--- config.mk ---
export PLATFORM = sky130hd
export DESIGN_NAME = rr_enc_arbiter4
export DESIGN_NICKNAME = d
export VERILOG_FILES = /design/src/rtl/rr_enc_arbiter4.sv
export SDC_FILE = /design/constraint.sdc
export NUM_CORES = 1
export LEC_CHECK = 0
export ABC_CLOCK_PERIOD_IN_PS = 2400
export CORE_MARGIN = 2
export CORE_UTILIZATION = 25
export DETAILED_ROUTE_END_ITERATION = 7
export DONT_BUFFER_PORTS = 1
export HOLD_SLACK_MARGIN = 0.1
export SLEW_MARGIN = 20
export SYNTH_ARGS = -nofsm -noshare
export SYNTH_HDL_FRONTEND = slang
export SYNTH_SLANG_ARGS = --single-unit
--- constraint.sdc ---
create_clock -name clk -period 2.4 [get_ports clk]
set_input_delay 0.48 -clock clk [delete_from_list [all_inputs] [get_ports clk]]
set_output_delay 0.48 -clock clk [all_outputs]
set_load 0.02 [all_outputs]
--- src/rtl/rr_enc_arbiter4.sv ---
// 4-way round-robin arbiter feeding the shared encoder: registered one-hot grant plus encoded index, 1-cycle req->gnt.
// Non-preemptive: an owner keeps the grant until done, request drop or HOLD_MAX, then one idle cycle before the next owner.
module rr_enc_arbiter4 #(
    parameter int unsigned HOLD_MAX = 8
) (
    input  logic       clk,
    input  logic       rst,
    input  logic [3:0] req,
    input  logic       done,
    output logic [3:0] gnt,
    output logic [1:0] gnt_idx,
    output logic       gnt_valid,
    output logic       timeout
);

    typedef enum logic [1:0] {
        IDLE  = 2'd0,
        GRANT = 2'd1
    } state_t;

    localparam logic [7:0] HOLD_LAST = 8'(HOLD_MAX - 1);

    state_t     state_q, state_d;
    logic [1:0] ptr_q, ptr_d;
    logic [1:0] idx_q, idx_d;
    logic [3:0] gnt_q, gnt_d;
    logic [7:0] hold_q, hold_d;
    logic       timeout_q, timeout_d;

    logic [3:0] rot_req;
    logic [1:0] off;
    logic [1:0] winner;
    logic       owner_req;
    logic       hit_limit;

    // Rotate requests so the pointer position sits at bit 0, then take the lowest set bit.
    always_comb begin
        rot_req = 4'({req, req} >> ptr_q);
        if (rot_req[0])      off = 2'd0;
        else if (rot_req[1]) off = 2'd1;
        else if (rot_req[2]) off = 2'd2;
        else                 off = 2'd3;
        winner = ptr_q + off;
    end

    assign owner_req = req[idx_q];
    assign hit_limit = (hold_q == HOLD_LAST);

    always_comb begin
        state_d   = state_q;
        ptr_d     = ptr_q;
        idx_d     = idx_q;
        gnt_d     = gnt_q;
        hold_d    = hold_q;
        timeout_d = 1'b0;
        case (state_q)
            IDLE: begin
                if (|req) begin
                    state_d = GRANT;
                    idx_d   = winner;
                    gnt_d   = 4'b0001 << winner;
                    hold_d  = 8'd0;
                end
            end
            GRANT: begin
                if (done || !owner_req || hit_limit) begin
                    // Only a pure hold-limit release is reported as a timeout.
                    timeout_d = !done && owner_req;
                    state_d   = IDLE;
                    gnt_d     = 4'b0000;
                    idx_d     = 2'd0;
                    hold_d    = 8'd0;
                    ptr_d     = idx_q + 2'd1;
                end else begin
                    hold_d = hold_q + 8'd1;
                end
            end
            default: begin
                state_d = IDLE;
                gnt_d   = 4'b0000;
                idx_d   = 2'd0;
                hold_d  = 8'd0;
            end
        endcase
    end

    always_ff @(posedge clk or posedge rst) begin
        if (rst) begin
            state_q   <= IDLE;
            ptr_q     <= 2'd0;
            idx_q     <= 2'd0;
            gnt_q     <= 4'b0000;
            hold_q    <= 8'd0;
            timeout_q <= 1'b0;
        end else begin
            state_q   <= state_d;
            ptr_q     <= ptr_d;
            idx_q     <= idx_d;
            gnt_q     <= gnt_d;
            hold_q    <= hold_d;
            timeout_q <= timeout_d;
        end
    end

    assign gnt       = gnt_q;
    assign gnt_idx   = idx_q;
    assign gnt_valid = |gnt_q;
    assign timeout   = timeout_q;

endmodule

Word-level counts from Yosys, hierarchy flattened
Cells that the tools add are included.
W data, S select, Z words.
Operators by class
  divide/modulo/power cells: 0
  bitwise logic cells: 0
  $add $sub $neg: 3
  shift operators: 2
  equality and inequality tests: 4
  reductions and logical operators: 10
  $mul: 0
  mux-type cells: 18
  $lt $le $gt $ge: 1
Operator list (count)
  $mux W8: 2
  $pmux W8 S2: 1
  $mux W2: 5
  $add A8 B1 Y8 const B: 1
  $eq A8 B3 Y1 const B: 1
  $mux W4: 2
  $pmux W2 S2: 2
  $pmux W4 S2: 1
  $reduce_or A4 Y1: 2
  $shr A8 B2 Y3: 1
  $mux W1: 4
  $ne A2 B2 Y1 const B: 2
  $reduce_and A2 Y1: 2
  $shl A1 B2 Y4 const A: 1
  $lt A2 B3 Y1 const B: 1
  $add A2 B1 Y2 const B: 1
  $add A2 B2 Y2: 1
  $bmux W1 S2: 1
  $eq A2 B1 Y1 const B: 1
  $logic_not A1 Y1: 2
  $logic_not A2 Y1: 1
  $logic_or A1 B1 Y1: 2
  $logic_and A1 B1 Y1: 1
Storage, ports and cells
  RAM bits: 0
  memories: 0
  flip-flop bits (word level): 19
  latch bits: 0
  bits in read-only memories: 0

Longest topological paths before layout
  depth after elaboration: 8
  mapped depth: 10

Worst setup path after synthesis
Ideal clock, no wire load.
  kind: flip-flop to flip-flop
  start point: register ptr_q[0]
  end point: register gnt_q[3] (netlist: gnt[3])
  arrival: 1.809 ns
  slack: 0.523 ns
  path buffers: 1
  required time: 2.332 ns
  library setup time: 0.068 ns
  clock period less this slack: 1.877 ns
  stages on the path, launching flop included: 10
  cells stage by stage: dfrtp_1 -> buf_6 -> nand2_1 -> nor2_1 -> o21ai_0 -> o211ai_1 -> ha_1 -> or4_1 -> nand4_2 -> a32o_1
Between the ends
  word-level cells in the longest chain between the ends: 8
RTL lines
  from (decl): line 24  | logic [1:0] ptr_q, ptr_d;
  from (signal assigned): line 97  | ptr_q <= ptr_d;
  $shr A8 B2 Y3: line 38  | rot_req = 4'({req, req} >> ptr_q);
  $mux W1: line 41  | else if (rot_req[2]) off = 2'd2;
  $mux W2: line 40  | else if (rot_req[1]) off = 2'd1;
  $mux W2: line 39  | if (rot_req[0]) off = 2'd0;
  $add A2 B2 Y2 *: line 43  | winner = ptr_q + off;
  $shl A1 B2 Y4 *: line 61  | gnt_d = 4'b0001 << winner;
  $mux W4 *: line 58  | if (|req) begin
  $pmux W4 S2 *: line 56  | case (state_q)
  to (signal assigned): line 99  | gnt_q <= gnt_d;
  to (decl): line 26  | logic [3:0] gnt_q, gnt_d;
Every way passes the cells marked *; elsewhere a longest branch is shown, timed or not. The select of a mux whose other input is x is not followed.
A chain may end at the register's enable or synchronous reset.

Final worst setup path
Ends and elaborated chain as after synthesis.

==> flow_summary.toml <==
[clock_network]
cts_hold_buf = 0
cts_buffers = 3
post-cts-setup-buffers = 0
cts.clk_slew.worst_paths_ns = 0.07
cts_tree = "done"
cts_buffer_depth = 2
insertion_delay_ns = 0.26
post_cts_resized = 0
cts_num_sinks = 18
cts-root-buf = "clkbuf_8"
htreeDepth = 1

[timing]
max_slew_margin_pct = 53.8
worst_pin_slew_ns = 0.692
period_share_pct = 85.5
finalHoldViolations = 0
rsz0062_at_grt = "no"
whs_ns = 0.212
fmax_mhz = 487
fin_skew_ns = 0.00365
fin_setup_tns_ns = 0
setup_viol = 0
period_minus_slack_ns = 2.05
slew_violations = 0

[placed_design]
routabilityCongestion = 0.854
hpwl_um = 1720
port_buffers = 0

[drt]
vias = 853
drt_iter0_drc = 35
routed_via_density = 5.33
ant_nets = 0
drc = 0
drt-pass1-iter-count = 4
detail_route.wl_per_cell_um = 14.4
finalWirelength_um = 2310

[floorplanning]
core_area_um2 = 4030
die_y_um = 69.1
ios = 15
die_x_um = 69.1
placementRows = 23
initial_core_util_pct = 26.3
dieArea_um2 = 4770

[yosys]
yosys-top-cells-area = "dfrtp_1 (43%), o21ai_0 (4.3%), nand2_1 (3.9%)"
yosysWarnings = 0
ys_types = 40
synth_top_cell_by_area = "dfrtp_1"
synth_xor_area_share_pct = 3.31
synth_fa_ha_area_share_pct = 2.36
synth.avg_cell_area_um2 = 9.71
seq_area_frac_synth_pct = 42.6
synthSimpleGateAreaFrac_pct = 22.2
synth_cells = 109
synth_area_um2 = 1060
synth_top_area_share_pct = 42.6
synth_mux_area_share_pct = 6.38
synth-compound-area-share_pct = 19.9
synth_top_family_by_area = "simple AND/OR/NAND/NOR gates"
synth_seq_cells = 18
synthesis.nets = 118

[final_layout]
antenna_cells = 0
nets = 120
fillers = 434
drive_above_1_share_pct = 9.09
area_growth_pct = 9.22
final_cell_mix = "dfrtp_1 (18), nand2_1 (11), o21ai_0 (9)"
mostFrequentLayoutCell = "dfrtp_1"

[grt]
grt_pass1_vias = 850
antenna_found_initial = 0
grt_max_degree = 19
grt_usage_pct = 10.4
grt_pass1_wl_um = 4080
grt_overflow = 0

[setup_path]
crit_fanout = 10
worstSetupStartpointType = "flip-flop"
required_ns = 2.60
critPathCaptureType = "flip-flop"
worstPathArrival_ns = 2.25
criticalPathCategory = "flip-flop to flip-flop"

[power]
max-vdd-ir-drop_mv = 0.225
p_leak_nw = 0.482
p_per_area_nw_per_um2 = 1020

[flow_run]
maxCapViolCount = 0

[hold_path]
hp-class = "input pin to async pin"

[status]
status = "finished, final reports clean"
[layer usage]
metal  vias to the layer above  share of wire, %  track usage [%]
li1                        413                 -                -
met1                       416                44             13.6
met2                        19                50             16.7
met3                         5               4.7             2.34
met4                         0               1.6             4.14
met5                         -                 0                0
[worst max-delay path: stages, from the launching register on]
cell      delay, ns
dfrtp_1        0.49
nand2_1        0.12
nor2_1         0.04
o21ai_0        0.16
o211ai_1       0.12
ha_1           0.23
or4_1          0.49
nand4_2        0.16
a32o_1         0.18
[final cells by class]
cell class | count | area (um2) | area share [%]
Multi-Input combinational cell | 84 | 573 | 49.6
Sequential cell | 18 | 450 | 39.0
Clock buffer | 4 | 55.1 | 4.76
Inverter | 4 | 15.0 | 1.30
Tap cell | 50 | 62.6 | 5.41
[synth_stat cells]
library cell  count
dfrtp_1          18
nand2_1          11
o21ai_0           9
nor2_1            7
a31oi_1           5
inv_1             4
xor2_1            4
a22o_1            3
a32o_1            3
mux2i_1           3
nand3_1           3
o21ai_1           3
or3_1             3
or4_1             3
and3_1            2
ha_1              2
nor2b_1           2
o2bb2ai_1         2
a21oi_1           1
a31o_2            1
a41oi_1           1
and2_0            1
and4_1            1
buf_2             1
buf_6             1
clkbuf_1          1
mux2_1            1
mux2_2            1
mux2_4            1
nand2b_1          1
nand4_1           1
nand4_2           1
nor3_1            1
nor3b_1           1
nor4_2            1
nor4b_2           1
o211ai_1          1
o22a_1            1
o22ai_1           1
or2_1             1
[power by group]
| part | internal (W) | switching [W] |
|---|---|---|
| Clock | 0.000146 | 0.000103 |
| Sequential | 0.000367 | 0.000143 |
| Combinational | 0.000193 | 0.000232 |
| Total | 0.000705 | 0.000478 |
[kinds of logic (layout without fill, tap and decap cells)]
family	count (synthesis)	after routing
and+or+nand+nor	41	41
AOI/OAI and AO/OA	31	31
DFF	18	18
buffers and inverters	7	8
muxes	6	6
xor gates and xnor gates	4	4
adders and majority gates	2	2
[metrics by stage]
stage                     total power (W)  std cells  util, %  instance area, um2  setup slack (ns)
final                             0.00118        160     28.7                1160             0.348
after global routing              0.00128        160     28.7                1160             0.227
after CTS                         0.00119        160     28.7                1160             0.351
after detailed placement         0.000939        156     27.3                1100             0.358
after global placement           0.000916        156     27.3                1100             0.468
after floorplan                  0.000857        109        -                1060             0.523
[final timing paths]
kind | from | endpoint | slack [ns] | cells after the start
setup / recovery | ptr_q[0] | gnt[3] | 0.35 | 8
hold / removal | rst | hold_q[3] | 0.21 | 1
setup reg to reg | ptr_q[0] | gnt[3] | 0.35 | 8
hold reg to reg | hold_q[1] | hold_q[1] | 0.55 | 1
max in group asynchronous | rst | timeout | 1.75 | 1
min in group clk | req[1] | state_q[0] | 0.44 | 2
[flip-flops by register name (all words and copies together), names as in the netlist]
name     count
timeout      1
gnt          4
ptr_q        2
state_q      1
gnt_idx      2
hold_q       8
Power figures use the tool's default switching activity.
